<file path="src/rtl/serial_and_engine.sv">
// ---------------------------------------------------------------------------
// serial_and_engine
//   Bit-serial AND of two WIDTH-bit operands, LSB first, one bit per clock.
//   Operands arrive over a valid/ready handshake. The assembled result is
//   presented over a second valid/ready handshake. There is no pipelining:
//   a new operand pair is accepted only once the previous result has been
//   handed off.
//
//   Optional feature macro: SERIAL_AND_ENGINE_OPSEL_EN
//     When defined, adds input op_sel[1:0], which is sampled with the operands.
//     It selects the per-bit function: 00 AND, 01 OR, 10 XOR, 11 NAND.
//
// Ports
//   clk        in   sole clock, rising edge
//   rst_n      in   asynchronous active-low reset
//   in_valid   in   operand pair valid
//   in_ready   out  engine can accept operands (IDLE)
//   op_a       in   [WIDTH-1:0] operand A
//   op_b       in   [WIDTH-1:0] operand B
//   op_sel     in   [1:0] function select (only with the macro above)
//   out_valid  out  result valid (DONE)
//   out_ready  in   downstream accepts result
//   res        out  [WIDTH-1:0] last completed result
//   busy       out  high while shifting
//   bit_idx    out  [IDXW-1:0] index of the bit processed this cycle (debug)
// ---------------------------------------------------------------------------
module serial_and_engine #(
  parameter  int WIDTH = 4,
  localparam int IDXW  = $clog2(WIDTH)
) (
  input  logic             clk,
  input  logic             rst_n,
  input  logic             in_valid,
  output logic             in_ready,
  input  logic [WIDTH-1:0] op_a,
  input  logic [WIDTH-1:0] op_b,
`ifdef SERIAL_AND_ENGINE_OPSEL_EN
  input  logic [1:0]       op_sel,
`endif
  output logic             out_valid,
  input  logic             out_ready,
  output logic [WIDTH-1:0] res,
  output logic             busy,
  output logic [IDXW-1:0]  bit_idx
);

  typedef enum logic [1:0] {
    IDLE  = 2'd0,
    SHIFT = 2'd1,
    DONE  = 2'd2
  } state_t;

  state_t           state_q, state_d;
  logic [WIDTH-1:0] sa_q, sa_d;
  logic [WIDTH-1:0] sb_q, sb_d;
  logic [WIDTH-1:0] acc_q, acc_d;
  logic [WIDTH-1:0] res_q, res_d;
  logic [IDXW-1:0]  idx_q, idx_d;
  logic             new_bit;
  logic [WIDTH-1:0] acc_shift;
`ifdef SERIAL_AND_ENGINE_OPSEL_EN
  logic [1:0]       sel_q, sel_d;
`endif

  // Single per-bit function unit; everything else is shift registers.
`ifdef SERIAL_AND_ENGINE_OPSEL_EN
  always_comb begin
    new_bit = 1'b0;
    case (sel_q)
      2'b00:   new_bit = sa_q[0] & sb_q[0];
      2'b01:   new_bit = sa_q[0] | sb_q[0];
      2'b10:   new_bit = sa_q[0] ^ sb_q[0];
      default: new_bit = ~(sa_q[0] & sb_q[0]);
    endcase
  end
`else
  assign new_bit = sa_q[0] & sb_q[0];
`endif

  // The result enters at the MSB. After WIDTH shifts, bit 0 of the operands
  // has reached bit 0 of the accumulator.
  assign acc_shift = {new_bit, acc_q[WIDTH-1:1]};

  always_comb begin
    state_d = state_q;
    sa_d    = sa_q;
    sb_d    = sb_q;
    acc_d   = acc_q;
    res_d   = res_q;
    idx_d   = idx_q;
`ifdef SERIAL_AND_ENGINE_OPSEL_EN
    sel_d   = sel_q;
`endif
    case (state_q)
      IDLE: begin
        if (in_valid) begin
          sa_d    = op_a;
          sb_d    = op_b;
          acc_d   = '0;
          idx_d   = '0;
`ifdef SERIAL_AND_ENGINE_OPSEL_EN
          sel_d   = op_sel;
`endif
          state_d = SHIFT;
        end
      end
      SHIFT: begin
        acc_d = acc_shift;
        sa_d  = sa_q >> 1;
        sb_d  = sb_q >> 1;
        if (idx_q == IDXW'(WIDTH - 1)) begin
          // Last bit: publish the full result on the same edge. The index
          // wraps here so it never exceeds WIDTH-1.
          res_d   = acc_shift;
          idx_d   = '0;
          state_d = DONE;
        end else begin
          idx_d = idx_q + 1'b1;
        end
      end
      DONE: begin
        if (out_ready) state_d = IDLE;
      end
      default: state_d = IDLE;
    endcase
  end

  always_ff @(posedge clk or negedge rst_n) begin
    if (!rst_n) begin
      state_q <= IDLE;
      sa_q    <= '0;
      sb_q    <= '0;
      acc_q   <= '0;
      res_q   <= '0;
      idx_q   <= '0;
`ifdef SERIAL_AND_ENGINE_OPSEL_EN
      sel_q   <= 2'b00;
`endif
    end else begin
      state_q <= state_d;
      sa_q    <= sa_d;
      sb_q    <= sb_d;
      acc_q   <= acc_d;
      res_q   <= res_d;
      idx_q   <= idx_d;
`ifdef SERIAL_AND_ENGINE_OPSEL_EN
      sel_q   <= sel_d;
`endif
    end
  end

  assign in_ready  = (state_q == IDLE);
  assign out_valid = (state_q == DONE);
  assign busy      = (state_q == SHIFT);
  assign res       = res_q;
  assign bit_idx   = idx_q;

endmodule

</file>
<file path="config.mk">
export PLATFORM = sky130hd
export DESIGN_NAME = serial_and_engine
export DESIGN_NICKNAME = d
export VERILOG_FILES = /design/src/rtl/serial_and_engine.sv
export SDC_FILE = /design/constraint.sdc
export NUM_CORES = 1
export LEC_CHECK = 0
export CAP_MARGIN = 20
export CORE_MARGIN = 5
export CORE_UTILIZATION = 45
export DETAILED_ROUTE_END_ITERATION = 6
export PLACE_DENSITY_LB_ADDON = 0.25
export RECOVER_POWER = 50
export SLEW_MARGIN = 20
export SYNTH_ARGS = -nofsm -noshare
export SYNTH_HDL_FRONTEND = slang
export SYNTH_SLANG_ARGS = --single-unit
</file>
<file path="constraint.sdc">
create_clock -name clk -period 1.35 [get_ports clk]
set_input_delay 0.27 -clock clk [delete_from_list [all_inputs] [get_ports clk]]
set_output_delay 0.27 -clock clk [all_outputs]
set_load 0.005 [all_outputs]
</file>
-- Yosys cells after proc, flatten, opt, wreduce, memory -nomap -nowiden
Cells that the tools add are included.
- register bits: 20
- bits of input ports: 12
- logic and storage cells: 32
- add/sub/neg operators: 1
- eq/ne operators: 6
- multiplexer cells: 13
- bitwise gates (word level): 1
- reductions and logical operators: 5
- operators with widths (cell ; count):
    4-bit one-hot mux with 2 select lines ; 3
    4-bit 2-to-1 mux ; 3
    2-bit 2-to-1 mux ; 5
    2-bit one-hot mux with 3 select lines ; 1
    2-bit == test (second input constant) ; 2
    2-bit by 1-bit != test with 1-bit output (second input constant) ; 2
    2-bit one-hot mux with 2 select lines ; 1
    2-bit AND reduction ; 2
    3-bit AND reduction ; 1
    2-bit by 1-bit adder with 2-bit output (second input constant) ; 1
    2-bit by 1-bit == test with 1-bit output (second input constant) ; 1
    2-bit logical NOT ; 1
    2-bit != test (second input constant) ; 1
    2-bit nonzero test ; 1
    1-bit AND ; 1

-- Longest topological paths before layout
Gate-level depths: netlist (run 1).
- depth in word-level cells: 3
- gate-level depth with buffers: 4
- mapped depth without buffers: 4

-- Worst setup path after synthesis (run 1)
OpenSTA, ideal clock, no wires.
- kind: register to register
- from: register idx_q[0] (netlist: bit_idx[0])
- to: register res_q[0] (netlist: res[0])
- library setup time: 0.125 ns
- data arrival time: 1.063 ns
- required time: 1.225 ns
- setup slack: 0.162 ns
- cell stages (with the launch flop): 4
- buffers on the path: 0
- clock period less this slack: 1.188 ns
- cell sequence: dfrtp_1 > ha_1 > nand3b_4 > mux2_4
- longest elaborated chain between the ends: 2
- ends and longest elaborated chain (item ; RTL line ; source):
    start: declaration ; 58 ; logic [IDXW-1:0] idx_q, idx_d;
    start signal: assignment ; 145 ; idx_q <= idx_d;
    2-bit == test ; 111 ; if (idx_q == IDXW'(WIDTH - 1)) begin
    2-bit AND reduction (no source line) ; - ;
    end signal: assignment ; 144 ; res_q <= res_d;
    end: declaration ; 57 ; logic [WIDTH-1:0] res_q, res_d;
No other way between the ends.
A chain may end at the register's enable or synchronous reset.

-- Final worst setup path (run 1)
- from: register state_q[1]
- to: output busy
- longest elaborated chain between the ends: 1
- ends and longest elaborated chain (item ; RTL line ; source):
    start: declaration ; 53 ; state_t state_q, state_d;
    start signal: assignment ; 140 ; state_q <= state_d;
    2-bit by 1-bit == test with 1-bit output ; 154 ; assign busy = (state_q == SHIFT);
    end: declaration ; 43 ; output logic busy,
No other way between the ends.

==> flow_metrics.env, run 1 <==
export IMPL_outcome="finished, violations left"
export IMPL_failed_checks="setup timing"
export IMPL_synth_async_reset_ratio_pct=100
export IMPL_cts_tree="built"
export IMPL_crit_path_start_kind="register"
export IMPL_ys_seq_area_share_pct=55.2
export IMPL_grt_overflow_total=0
export IMPL_p_int_uw=1820
export IMPL_r2r_end="bit_idx[1]$_DFFE_PN0P_"
export IMPL_powerDensity_nw_per_um2=2180
export IMPL_coreArea_um2=1780
export IMPL_cts_root_buf="clkbuf_4"
export IMPL_synth_seq_cells=19
export IMPL_hold_class="in -> async"
export IMPL_cp_required_ns=1.08
export IMPL_netlist_instances=76
export IMPL_holdWs_ns=0.434
export IMPL_drv_slew=0
export IMPL_synth_most_common_cell="dfrtp_1"
export IMPL_postSynthAreaPerCell_um2=11.3
export IMPL_routed_wl_um=2190
export IMPL_syn_area_um2=862
export IMPL_r2r_setup_slack_ns=0.02
export IMPL_worst_ep_arrival_time_ns=1.12
export IMPL_net_switching_power_uw=1030
export IMPL_yosysTopAreaCell="dfrtp_1"
export IMPL_syn_to_final_growth_pct=51.7
export IMPL_place_congestion=0.791
export IMPL_yosys_warnings=0
export IMPL_fp_row_count=15
export IMPL_design_area_um2=1310
export IMPL_cts_sinks=19
export IMPL_dp_slack_ns=-0.131
export IMPL_critical_path_peak_fanout=3
export IMPL_p_sw_share_pct=36.2
export IMPL_layout_drive_gt1_share_pct=41.9
export IMPL_dp_cells=125
export IMPL_io_pins=21
export IMPL_rsz0062_at_grt="true"
export IMPL_drtPass1Iterations=4
export IMPL_synth_area_leaders="dfrtp_1, o22ai_1, mux2_4"
export IMPL_gr_usage_met2_pct=30.0
export IMPL_fillers=125
export IMPL_grtUsageMet3_pct=5.82
export IMPL_final_setup_tns_ns=-0.0776
export IMPL_die_x_um=53.8
export IMPL_synth_edff_count=0
export IMPL_layout_min_cycle_time_ns=1.39
export IMPL_grt_use_met1_pct=18.2
export IMPL_relSlewSlack_pct=68.2
export IMPL_pwr_share_comb_pct=54.4
export IMPL_r2r_start="state_q[1]$_DFFE_PN0P_"
export IMPL_viasPerCell=5.40
export IMPL_clk_path_buf_depth=2
export IMPL_critical_path_class="reg -> out"
export IMPL_wl_per_cell_um=15.4
export IMPL_grtUsageTotal_pct=16.9
export IMPL_maxCapViolations=0
export IMPL_ir_drop_v=0.00151
export IMPL_ys_flop_type="dfrtp_1"
export IMPL_hold_viol_final=0
export IMPL_final_cells=142
export IMPL_fmax_ghz=0.719
export IMPL_hpwl_um=1480
export IMPL_finalCritPeriodShare_pct=103
export IMPL_grt_busiest_layer="met2"
export IMPL_io_buffers=20
export IMPL_endpoint="busy"
export IMPL_end_kind="primary output"
export IMPL_setup_violations=2
export IMPL_grt_max_degree=20
export IMPL_first_iter_violations=32
export IMPL_cts_buffers_inserted=3
export IMPL_drc=0
export IMPL_critPathLaunch="state_q[1]$_DFFE_PN0P_"
export IMPL_worst_skew_pair_late_latency_ns=0.30
export IMPL_synth_net_count=89
export IMPL_num_vias=767
export IMPL_seqPwrFrac_pct=35.8
export IMPL_synth_top_area_share_pct=55.2
export IMPL_layout_setup_ws_ns=-0.0412
export IMPL_cts_max_level=1
export IMPL_p_leak_uw=0.000627
export IMPL_die_area_um2=2890
export IMPL_clkPwrFrac_pct=9.8
export IMPL_grt_pass1_vias=797
export IMPL_synth_common_cells="dfrtp_1, o22ai_1, a21oi_1, nand2_1, o21ai_0"
export IMPL_reg2reg_depth=5
export IMPL_finClkSkew_ns=0.00131
export IMPL_fin_nets=131
export IMPL_die_y_um=53.8
export IMPL_ant_nets=0
export IMPL_placed_cell_area_um2=1120
export IMPL_n_antenna_cell=0
export IMPL_synth_cell_types=21
export IMPL_antenna_found_initial=0
export IMPL_initial_utilization_pct=48.4
export IMPL_clk_pin_slew_ns=0.10
export IMPL_cts_hold_buffers=0
export IMPL_tightest_slew_ns=0.475
export IMPL_grt_pass1_wl_um=3380
-- final cells by class --
cell class,instances,area [um^2],share of cell area [%]
sequential,19,477,36.5
multi-input combinational,50,415,31.8
timing repair buffer,41,347,26.5
tap,25,31.3,2.39
clock buffer,4,26.3,2.01
inverter,3,11.3,0.861
-- worst max-delay path: stages (launching register included) --
cell      delay, ns
dfrtp_1        0.42
buf_6          0.13
nand2b_4       0.13
inv_2          0.06
buf_6          0.08
-- per-stage QoR --
step | total power [uW] | utilization (%)
3_5_place_dp | 2240 | 62.8
4_1_cts | 2680 | 69.1
5_1_grt | 3040 | 73.3
2_1_floorplan | 1720 | -
3_3_place_gp | 2180 | 62.8
6_report | 2860 | 73.3
-- sequential cells by signal, indices dropped and copies added, names as in the netlist --
name,flops
res,4
acc_q,3
sb_q,4
bit_idx,2
sa_q,4
state_q,2
-- power groups by stage --
stage | clock network [uW] | registers (uW) | logic (uW)
finish | 281 | 1020 | 1550
global route | 321 | 1050 | 1660
CTS | 292 | 1000 | 1390
detailed placement | 0 | 1030 | 1210
global placement | 0 | 1020 | 1160
floorplan | 0 | 983 | 735
-- metal layers --
metal	wire [um]	vias up
met5	0	-
met4	47	0
met3	148	4
met2	1120	26
met1	873	380
li1	-	357
-- layout by cell type, fill, tap and decap left out, types with 4 or more instances in the layout --
cell type / n
dfrtp_1: 18
buf_4: 18
clkdlybuf4s50_1: 10
nand2_1: 6
dlygate4sd2_1: 6
o22ai_2: 5
o22ai_1: 5
a21oi_1: 4
o21ai_0: 4
-- timing repair --
| action | 4_1_cts | 5_1_grt |
|---|---|---|
| resized for setup | 27 | 14 |
| setup endpoints to repair | 9 | 18 |
| buffers inserted | 10 | 3 |
| pin swaps | 0 | 6 |
-- worst min-delay path by stage --
stage	startpoint	end	slack (ns)	cells past startpoint
after floorplan	rst_n	acc_q[1]$_DFFE_PN0P_	-0.03	0
after global placement	res[3]$_DFFE_PN0P_	res[3]$_DFFE_PN0P_	0.46	2
after detailed placement	res[3]$_DFFE_PN0P_	res[3]$_DFFE_PN0P_	0.49	2
after CTS	rst_n	sb_q[0]$_DFFE_PN0P_	0.29	2
after global routing	rst_n	sb_q[2]$_DFFE_PN0P_	0.47	2
final	rst_n	sb_q[0]$_DFFE_PN0P_	0.43	2
-- cell families after synthesis --
family	Yosys count	share of synthesized area, %
adders and majority gates	1	1.45
muxes	3	5.22
buffers and inverters	7	5.22
AOI/OAI and AO/OA	29	21.6
DFF	19	55.2
and+or+nand+nor	17	11.3
No activity file was read; power rests on OpenSTA's default activity.
==> run 2: changes to the inputs <==
Clock period 1.35 ns to 1.76 ns, I/O delays scaled along.
==> flow_metrics.env, run 2 (same netlist as run 1, synthesis figures left out) <==
export IMPL_crit_path_start_kind="register"
export IMPL_outcome="complete, no violations"
export IMPL_viasPerCell=5.34
export IMPL_io_pins=21
export IMPL_cts_max_level=1
export IMPL_powerDensity_nw_per_um2=1670
export IMPL_cts_root_buf="clkbuf_4"
export IMPL_grt_max_degree=20
export IMPL_net_switching_power_uw=660
export IMPL_coreArea_um2=1780
export IMPL_io_buffers=20
export IMPL_placed_cell_area_um2=1090
export IMPL_grt_pass1_wl_um=2910
export IMPL_finClkSkew_ns=0.00476
export IMPL_n_antenna_cell=0
export IMPL_setup_violations=0
export IMPL_syn_to_final_growth_pct=28.7
export IMPL_layout_drive_gt1_share_pct=15.7
export IMPL_clk_path_buf_depth=2
export IMPL_hpwl_um=1400
export IMPL_r2r_setup_slack_ns=0.26
export IMPL_design_area_um2=1110
export IMPL_cts_hold_buffers=0
export IMPL_layout_min_cycle_time_ns=1.60
export IMPL_worst_ep_arrival_time_ns=1.25
export IMPL_tightest_slew_ns=1.02
export IMPL_fp_row_count=15
export IMPL_hold_class="reg -> reg"
export IMPL_p_int_uw=1190
export IMPL_hold_viol_final=0
export IMPL_drc=0
export IMPL_mostFrequentLayoutCells="dfrtp_1, clkdlybuf4s50_1, o22ai_1"
export IMPL_critical_path_class="reg -> out"
export IMPL_rsz0062_at_grt="false"
export IMPL_cts_tree="built"
export IMPL_relSlewSlack_pct=32.3
export IMPL_critical_path_peak_fanout=4
export IMPL_routed_wl_um=1860
export IMPL_layout_setup_ws_ns=0.155
export IMPL_end_kind="primary output"
export IMPL_pwr_share_comb_pct=45.3
export IMPL_maxCapViolations=0
export IMPL_clk_pin_slew_ns=0.11
export IMPL_initial_utilization_pct=48.4
export IMPL_num_vias=678
export IMPL_die_y_um=53.8
export IMPL_grt_pass1_vias=643
export IMPL_p_leak_uw=0.000498
export IMPL_final_setup_tns_ns=0
export IMPL_cp_required_ns=1.41
export IMPL_first_iter_violations=9
export IMPL_cts_buffers_inserted=3
export IMPL_final_cells=127
export IMPL_drv_slew=0
export IMPL_clkPwrFrac_pct=11.8
export IMPL_dp_cells=121
export IMPL_dp_slack_ns=0.108
export IMPL_worst_skew_pair_late_latency_ns=0.29
export IMPL_finalCritPeriodShare_pct=91.2
export IMPL_fillers=149
export IMPL_p_sw_share_pct=35.6
export IMPL_ir_drop_v=0.000815
export IMPL_grt_overflow_total=0
export IMPL_fmax_ghz=0.623
export IMPL_drtPass1Iterations=4
export IMPL_die_area_um2=2890
export IMPL_grtUsageTotal_pct=14.4
export IMPL_seqPwrFrac_pct=42.8
export IMPL_ant_nets=0
export IMPL_wl_per_cell_um=14.6
export IMPL_place_congestion=0.833
export IMPL_die_x_um=53.8
export IMPL_final_common_cell="dfrtp_1"
export IMPL_fin_nets=116
export IMPL_antenna_found_initial=0
export IMPL_fin_util_pct=62.2
export IMPL_cts_sinks=19
==> run 2: cell types whose count changed in the layout (fill, tap and decap cells not counted), moves of 3 or more <==
cell / change
buf_6: -3
dlygate4sd2_1: -3
buf_4: -14
clkdlybuf4s50_1: +5
o22ai_1: +5
nor2_1: +3
o22ai_2: -5
==> run 2: per-layer routing <==
metal  up-vias  routed length [um]  global-route usage [%]
met5         -                   0                       0
met4         0                  29                    8.94
met3         4                  95                    2.77
met2        18                 866                    22.8
met1       326                 865                    17.9
li1        330                   -                       -
==> run 2: path summary, 6_finish.rpt <==
check / startpoint / to / depth (start not counted)
worst max-delay path: state_q[1]$_DFFE_PN0P_ / out_valid / 4
worst min-delay path: res[3]$_DFFE_PN0P_ / res[3]$_DFFE_PN0P_ / 2
worst max register to register: state_q[1]$_DFFE_PN0P_ / res[0]$_DFFE_PN0P_ / 4
worst min register to register: res[3]$_DFFE_PN0P_ / res[3]$_DFFE_PN0P_ / 2
max in group asynchronous: rst_n / state_q[1]$_DFFE_PN0P_ / 2
min in group asynchronous: rst_n / sb_q[1]$_DFFE_PN0P_ / 2
==> run 2: stage by stage <==
step	power [uW]	hold WS, ns
2_1_floorplan	1320	0.0564
3_3_place_gp	1630	0.464
3_5_place_dp	1670	0.469
4_1_cts	1890	0.373
5_1_grt	1980	0.535
6_report	1850	0.487
==> run 2: power groups by stage <==
stage | clock network, uW | logic (uW) | registers, uW
2_1_floorplan | 0 | 564 | 754
3_3_place_gp | 0 | 836 | 799
3_5_place_dp | 0 | 854 | 816
4_1_cts | 224 | 868 | 800
5_1_grt | 243 | 922 | 820
6_report | 219 | 840 | 793
==> run 2: worst max-delay path, cell delays in order, from the launching register on <==
cell	delay (ns)
dfrtp_2	0.38
clkbuf_1	0.17
inv_1	0.08
nor2_1	0.10
dlygate4sd2_1	0.25
==> run 2: final cells by class <==
type / instances / area, um^2 / area share [%]
flip-flops and latches: 19 / 477 / 43.0
inverters: 3 / 11.3 / 1.01
clock inverters: 1 / 5.00 / 0.451
well taps: 25 / 31.3 / 2.82
clock buffers: 3 / 22.5 / 2.03
multi-input cells: 50 / 329 / 29.7
repair buffers: 26 / 234 / 21.1
==> run 2: repair_timing <==
| action | in CTS | in global routing |
|---|---|---|
| setup buffers | 2 | 0 |
| endpoints found under the hold margin | 0 | 0 |
| setup endpoints to repair | 3 | 0 |
| resized for setup | 6 | 0 |
==> run 3: changes to the inputs <==
Settings changed: CAP_MARGIN 20 to 0.
==> results of run 3 <==
Final layout, timing and power as in run 2 (identical DEF).
